==> config.mk <==
export PLATFORM = sky130hd
export DESIGN_NAME = mul_result_queue
export DESIGN_NICKNAME = d
export VERILOG_FILES = /design/src/rtl/mul_result_queue.sv
export SDC_FILE = /design/constraint.sdc
export NUM_CORES = 1
export LEC_CHECK = 0
export ABC_AREA = 1
export CAP_MARGIN = 30
export CORE_ASPECT_RATIO = 1.25
export CORE_MARGIN = 2
export CORE_UTILIZATION = 35
export CTS_CLUSTER_SIZE = 25
export DETAILED_ROUTE_END_ITERATION = 8
export GPL_ROUTABILITY_DRIVEN = 0
export GPL_TIMING_DRIVEN = 0
export PLACE_DENSITY = 0.55
export SETUP_SLACK_MARGIN = 0.15
export SYNTH_ARGS = -nofsm -noshare
export SYNTH_HDL_FRONTEND = slang
export SYNTH_SLANG_ARGS = --single-unit
==> constraint.sdc <==
create_clock -name i_clk -period 5.7 [get_ports i_clk]
set_input_delay 0.855 -clock i_clk [delete_from_list [all_inputs] [get_ports i_clk]]
set_output_delay 0.855 -clock i_clk [all_outputs]
set_load 0.05 [all_outputs]
==> src/rtl/mul_result_queue.sv <==
// mul_result_queue
// ----------------
// Result buffer behind the sequential multiplier. Each completed 66-bit
// product is reduced to its RV32M result word (chosen by funct3). The word is
// stored with its destination tags in a small circular FIFO. The FIFO drains
// onto the common data bus under a valid/ready handshake.
//
// Optional feature macro: MUL_RESULT_BYPASS_EN
//   When defined, a result that arrives while the queue is empty is presented
//   on the CDB in the same cycle. If the CDB also grants, the result is
//   consumed without being written to storage.
//
// Parameters:
//   DEPTH    FIFO entries (power of two, >= 2)
//   P_WIDTH  physical register address width
//   ROB_W    ROB index width
//
// Ports:
//   i_clk            clock, all state updates on posedge
//   i_rst            synchronous active-high reset
//   i_flush          mispredict flush: empties queue, drops same-cycle result
//   i_in_valid       one-cycle pulse, multiplier result valid
//   i_in_product     66-bit two's-complement product
//   i_in_funct3      000 MUL, 001 MULH, 010 MULHSU, 011 MULHU
//   i_in_rd_paddr    destination physical register
//   i_in_rob_idx     ROB entry
//   o_mul_hold       freezes the multiplier when the queue is nearly full
//   o_cdb_valid      head entry valid
//   i_cdb_ready      CDB grant; pop on o_cdb_valid && i_cdb_ready
//   o_cdb_data       selected result word of the head entry
//   o_cdb_rd_paddr   head destination register
//   o_cdb_rob_idx    head ROB index
//   o_overflow_err   sticky: a result arrived while full with no pop
module mul_result_queue #(
  parameter int DEPTH   = 4,
  parameter int P_WIDTH = 6,
  parameter int ROB_W   = 5
) (
  input  logic               i_clk,
  input  logic               i_rst,
  input  logic               i_flush,
  input  logic               i_in_valid,
  input  logic [65:0]        i_in_product,
  input  logic [2:0]         i_in_funct3,
  input  logic [P_WIDTH-1:0] i_in_rd_paddr,
  input  logic [ROB_W-1:0]   i_in_rob_idx,
  output logic               o_mul_hold,
  output logic               o_cdb_valid,
  input  logic               i_cdb_ready,
  output logic [31:0]        o_cdb_data,
  output logic [P_WIDTH-1:0] o_cdb_rd_paddr,
  output logic [ROB_W-1:0]   o_cdb_rob_idx,
  output logic               o_overflow_err
);

  localparam int PTR_W = $clog2(DEPTH);
  localparam int CNT_W = PTR_W + 1;
  localparam int ENT_W = 32 + P_WIDTH + ROB_W;

  localparam logic [CNT_W-1:0] C_ZERO = CNT_W'(0);
  localparam logic [CNT_W-1:0] C_ONE  = CNT_W'(1);
  localparam logic [CNT_W-1:0] C_FULL = CNT_W'(DEPTH);
  localparam logic [CNT_W-1:0] C_HOLD = CNT_W'(DEPTH - 1);
  localparam logic [PTR_W-1:0] C_PTR_ONE = PTR_W'(1);
  localparam logic [ENT_W-1:0] C_ENT_ZERO = {ENT_W{1'b0}};

  // RV32M result word. Operands arrive sign/zero-extended to 33 bits, so the
  // high word of the 66-bit product is exact for all three high variants.
  // The 1xx codes are never issued here and fall back to the low word.
  function automatic logic [31:0] f_select_result(input logic [63:0] product,
                                                  input logic [2:0]  funct3);
    logic [31:0] result;
    case (funct3)
      3'b000:                 result = product[31:0];
      3'b001, 3'b010, 3'b011: result = product[63:32];
      default:                result = product[31:0];
    endcase
    return result;
  endfunction

  logic [ENT_W-1:0] r_mem [DEPTH];
  logic [PTR_W-1:0] r_rd_ptr;
  logic [PTR_W-1:0] r_wr_ptr;
  logic [CNT_W-1:0] r_count;
  logic [ENT_W-1:0] r_head;
  logic             r_cdb_valid;
  logic             r_mul_hold;
  logic             r_overflow_err;

  logic [ENT_W-1:0] w_in_entry;
  logic [ENT_W-1:0] w_out_entry;
  logic [ENT_W-1:0] w_head_nxt;
  logic [PTR_W-1:0] w_rd_ptr_nxt;
  logic [PTR_W-1:0] w_wr_ptr_nxt;
  logic [CNT_W-1:0] w_count_nxt;
  logic             w_push;
  logic             w_pop;
  logic             w_ovf;
  logic             w_unused;

  // Bits [65:64] of the product carry no information for a 32-bit result.
  assign w_unused = &{1'b0, i_in_product[65:64]};

  assign w_in_entry = {f_select_result(i_in_product[63:0], i_in_funct3),
                       i_in_rd_paddr, i_in_rob_idx};

  // A pop under flush is treated as not having happened.
  assign w_pop = (r_count != C_ZERO) && i_cdb_ready && !i_flush;

`ifdef MUL_RESULT_BYPASS_EN
  logic w_byp;

  // Empty queue: the arriving result is shown directly on the CDB.
  assign w_byp       = (r_count == C_ZERO) && i_in_valid && !i_flush;
  assign w_push      = i_in_valid && !i_flush && ((r_count < C_FULL) || w_pop)
                       && !(w_byp && i_cdb_ready);
  assign w_out_entry = w_byp ? w_in_entry : r_head;
  assign o_cdb_valid = r_cdb_valid | w_byp;
`else
  assign w_push      = i_in_valid && !i_flush && ((r_count < C_FULL) || w_pop);
  assign w_out_entry = r_head;
  assign o_cdb_valid = r_cdb_valid;
`endif

  // A full queue with no pop has to drop the result.
  assign w_ovf = i_in_valid && !i_flush && (r_count == C_FULL) && !w_pop;

  assign o_cdb_data     = w_out_entry[ENT_W-1 -: 32];
  assign o_cdb_rd_paddr = w_out_entry[ROB_W +: P_WIDTH];
  assign o_cdb_rob_idx  = w_out_entry[ROB_W-1:0];
  assign o_mul_hold     = r_mul_hold;
  assign o_overflow_err = r_overflow_err;

  // Next pointer and occupancy values; flush overrides push and pop.
  always_comb begin
    w_rd_ptr_nxt = r_rd_ptr;
    w_wr_ptr_nxt = r_wr_ptr;
    w_count_nxt  = r_count;
    if (i_flush) begin
      w_rd_ptr_nxt = {PTR_W{1'b0}};
      w_wr_ptr_nxt = {PTR_W{1'b0}};
      w_count_nxt  = C_ZERO;
    end else begin
      if (w_push) begin
        w_wr_ptr_nxt = r_wr_ptr + C_PTR_ONE;
      end else begin
        w_wr_ptr_nxt = r_wr_ptr;
      end
      if (w_pop) begin
        w_rd_ptr_nxt = r_rd_ptr + C_PTR_ONE;
      end else begin
        w_rd_ptr_nxt = r_rd_ptr;
      end
      case ({w_push, w_pop})
        2'b10:   w_count_nxt = r_count + C_ONE;
        2'b01:   w_count_nxt = r_count - C_ONE;
        default: w_count_nxt = r_count;
      endcase
    end
  end

  // Head entry for the next cycle. When the new head slot is the one being
  // written this cycle, take the incoming entry instead of stale storage.
  always_comb begin
    w_head_nxt = C_ENT_ZERO;
    if (w_count_nxt == C_ZERO) begin
      w_head_nxt = C_ENT_ZERO;
    end else if (w_push && (w_rd_ptr_nxt == r_wr_ptr)) begin
      w_head_nxt = w_in_entry;
    end else begin
      w_head_nxt = r_mem[w_rd_ptr_nxt];
    end
  end

  // Storage array write.
  always_ff @(posedge i_clk) begin
    if (i_rst) begin
      for (int i = 0; i < DEPTH; i++) begin
        r_mem[i] <= C_ENT_ZERO;
      end
    end else if (w_push) begin
      r_mem[r_wr_ptr] <= w_in_entry;
    end
  end

  // Pointers, occupancy, registered head/status outputs and the sticky error.
  always_ff @(posedge i_clk) begin
    if (i_rst) begin
      r_rd_ptr       <= {PTR_W{1'b0}};
      r_wr_ptr       <= {PTR_W{1'b0}};
      r_count        <= C_ZERO;
      r_head         <= C_ENT_ZERO;
      r_cdb_valid    <= 1'b0;
      r_mul_hold     <= 1'b0;
      r_overflow_err <= 1'b0;
    end else begin
      r_rd_ptr       <= w_rd_ptr_nxt;
      r_wr_ptr       <= w_wr_ptr_nxt;
      r_count        <= w_count_nxt;
      r_head         <= w_head_nxt;
      r_cdb_valid    <= (w_count_nxt != C_ZERO);
      // One slot of margin: a product finishing this cycle cannot be held.
      r_mul_hold     <= (w_count_nxt >= C_HOLD);
      r_overflow_err <= r_overflow_err | w_ovf;
    end
  end

endmodule

==> results.yml <==
cells_and_area:
  final_cells: 1771
  drive_gt1_frac: 0.0781
  syn2layout_area_growth_pct: 25.7
  final_common_cell: "nand2_1"
  nets: 1437
  final_cell_mix: "nand2_1, nor2_1, inv_1, edfxtp_1, clkdlybuf4s50_1"
  fill_cells: 2970
  final_core_util: 0.445
  final_cell_area_mm2: 0.0133
  diodes: 0
critical_path:
  path_delay_family: "buffers and inverters"
  cp.required_ns: 6.12
  crit_type: "input port to flop"
  reg2reg_from: "r_count[2]"
  path_depth: 14
  cp_slowest_cell: "clkdlybuf4s50_1"
  r2r_slack_ns: 2.03
  cp_num_buf_inv: 4
  crit_path_end: "r_head[17]"
  critical_path.cell_chain: "clkdlybuf4s50_1, o21ai_1, nand2_1, ha_1, fa_1, nor2_1, nor2_1, o21ai_0, nand2_1, inv_1, o21ai_2, clkinv_1, clkbuf_1, a21oi_1"
  cp-start-kind: "input port"
  path_max_fanout: 10
  r2r-end: "r_head[17]"
  rr_worst_depth: 13
  worstPathArrival_ns: 4.87
  cp-end-kind: "flop"
  worstSetupStartpoint: "i_flush"
  slowest_delay_ns: 0.59
clock_network:
  htreeDepth: 1
  max-clock-path-buffers: 3
  ctsResizeCount: 0
  cts_tree: "done"
  cts-root-buf: "clkbuf_16"
  cts.sinks: 225
  clk_pin_slew_worst_paths_ns: 0.06
  hold_buffers: 0
  insertion_delay_ns: 0.53
  numCtsBuffers: 26
  post-cts-setup-buffers: 0
sta:
  post-route-period-util: 0.780
  hold_viol: 0
  relSlewSlack: 0.340
  setup_viol: 0
  setup_tns_ns: 0
  rsz0062_at_grt: "false"
  tightest_slew_ns: 0.987
  hold_ws_ns: 0.475
  skew_ns: 0.00896
  period_needed_ns: 4.44
  slew_viol_final: 0
  clock.fmax_mhz: 225
logic_synthesis:
  ys_seq_area_frac: 0.587
  synth_top_area_share: 0.487
  syn-num-nets: 1278
  synth_area_leader_cell: "edfxtp_1"
  synth_area_leaders: "edfxtp_1, dfxtp_1, nand2_1, nor2_1, inv_1"
  netlist_area_mm2: 0.0106
  synthCells: 1191
  synth_warnings: 0
  synth_area_per_cell_um2: 8.90
  ys_types: 33
  synth_seq_cells: 225
grt:
  grt_busiest_layer: "met2"
  grt_use_met2: 0.357
  grt_pass1_wl_um: 47200
  gr-usage-met1: 0.233
  antenna_found_initial: 0
  grt_pass1_vias: 8530
  use_met3: 0.0229
  grt_usage: 0.193
  grt_max_degree: 32
  grt_overflow: 0
placement:
  dp_hpwl_um: 21100
  placed_cells: 1723
  io_buffers: 127
  dpl-instance-area_mm2: 0.0125
floorplanning:
  std_cell_rows: 71
  die_w_um: 160
  start_util: 0.354
  core-area_mm2: 0.0299
  die_height_um: 199
  num_io_pins: 131
  fp.dieArea_mm2: 0.0317
detailed_routing:
  wire_per_inst_um: 17.1
  final_antenna_net_count: 0
  dr.pass1.iters: 6
  postRouteWirelength_um: 30300
  avgViaCountPerCell: 4.79
  via_count: 8482
  drc: 0
  first_iter_violations: 557
power:
  p_per_area_mw_per_mm2: 298
  switchingPower_uw: 985
  switching_share: 0.248
  clkPwrFrac: 0.421
  power_frac_comb: 0.110
  irDropWorstVdd_uv: 190
  p_int_uw: 2980
  p_leak_uw: 0.00570
  seqPwrFrac: 0.470
outcome:
  outcome: "completed"
job:
  cap_violations: 0
min_path:
  hp-class: "flop to flop"
[kinds of logic (layout without fill, tap and decap cells)]
group,Yosys count,in the layout,share of synthesized area
muxes,31,31,0.0304
adders and majority gates,2,2,0.00307
AOI/OAI and AO/OA,68,68,0.0369
buffers and inverters,264,443,0.0978
and+or+nand+nor,600,600,0.244
DFF,225,225,0.587
xor gates and xnor gates,1,1,0.000826
[metal layers]
layer / part of all wire / vias up / wire [um]
li1: - / 4189 / -
met1: 0.41 / 3977 / 12500
met2: 0.51 / 265 / 15600
met3: 0.050 / 51 / 1520
met4: 0.024 / 0 / 714
met5: 0 / - / 0
[final cells by class]
| class | instances | area, um^2 | share of cell area |
|---|---|---|---|
| Multi-Input combinational cell | 702 | 3360 | 0.252 |
| Sequential cell | 225 | 6230 | 0.467 |
| Tap cell | 401 | 502 | 0.0376 |
| Timing Repair Buffer | 131 | 1350 | 0.101 |
| Clock buffer | 33 | 718 | 0.0539 |
| Clock inverter | 15 | 135 | 0.0101 |
| Buffer | 73 | 320 | 0.0240 |
| Inverter | 191 | 717 | 0.0538 |
[power groups by stage]
stage	Clock, uW	Sequential [uW]	Combinational [uW]
4_1_cts	1700	1860	440
3_5_place_dp	0	1900	439
2_1_floorplan	0	1940	206
3_3_place_gp	0	1900	426
5_1_grt	1760	1870	479
6_report	1670	1860	435
[worst min-delay path by stage]
stage	start	end	slack, ns	depth (start not counted)
2_1_floorplan	r_wr_ptr[0]	r_wr_ptr[0]	0.47	2
3_3_place_gp	o_overflow_err	o_overflow_err	0.46	2
3_5_place_dp	o_overflow_err	o_overflow_err	0.46	2
4_1_cts	o_overflow_err	o_overflow_err	0.48	2
5_1_grt	o_overflow_err	o_overflow_err	0.50	2
6_report	o_overflow_err	o_overflow_err	0.48	2
[worst reg2reg max path: stages, from the launching register on]
cell,delay [ns]
dfxtp_1,0.33
o21ai_1,0.21
nand2_1,0.22
ha_1,0.30
fa_1,0.50
nor2_1,0.04
nor2_1,0.07
o21ai_0,0.15
nand2_1,0.09
inv_1,0.05
o21ai_2,0.42
clkinv_1,0.52
clkbuf_1,0.37
a21oi_1,0.31
[sequential cells by signal (all words and copies together) (netlist names)]
signal          cells
r_count             3
o_mul_hold          1
r_head             43
o_overflow_err      1
r_rd_ptr            2
o_cdb_valid         1
r_wr_ptr            2
r_mem             172
[per-stage QoR]
step / worst slack [ns] / power [uW]
3_3_place_gp: -2.73 / 2330
5_1_grt: 0.999 / 4110
4_1_cts: 1.34 / 4000
3_5_place_dp: 0.794 / 2340
6_report: 1.26 / 3970
2_1_floorplan: 0.657 / 2150
[synthesized netlist by cell type, drive strengths merged]
library cell / n
nor2: 208
nand4: 56
nor3: 8
a211oi: 1
edfxtp: 172
buf: 37
o21ai: 21
dfxtp: 53
nand3: 101
mux2i: 21
o31ai: 1
o21bai: 1
nand2: 227
mux2: 10
fa: 1
xnor2: 1
clkbuf: 36
clkinv: 2
ha: 1
a21oi: 28
o211ai: 16
inv: 189
Power figures use the tool's default switching activity.
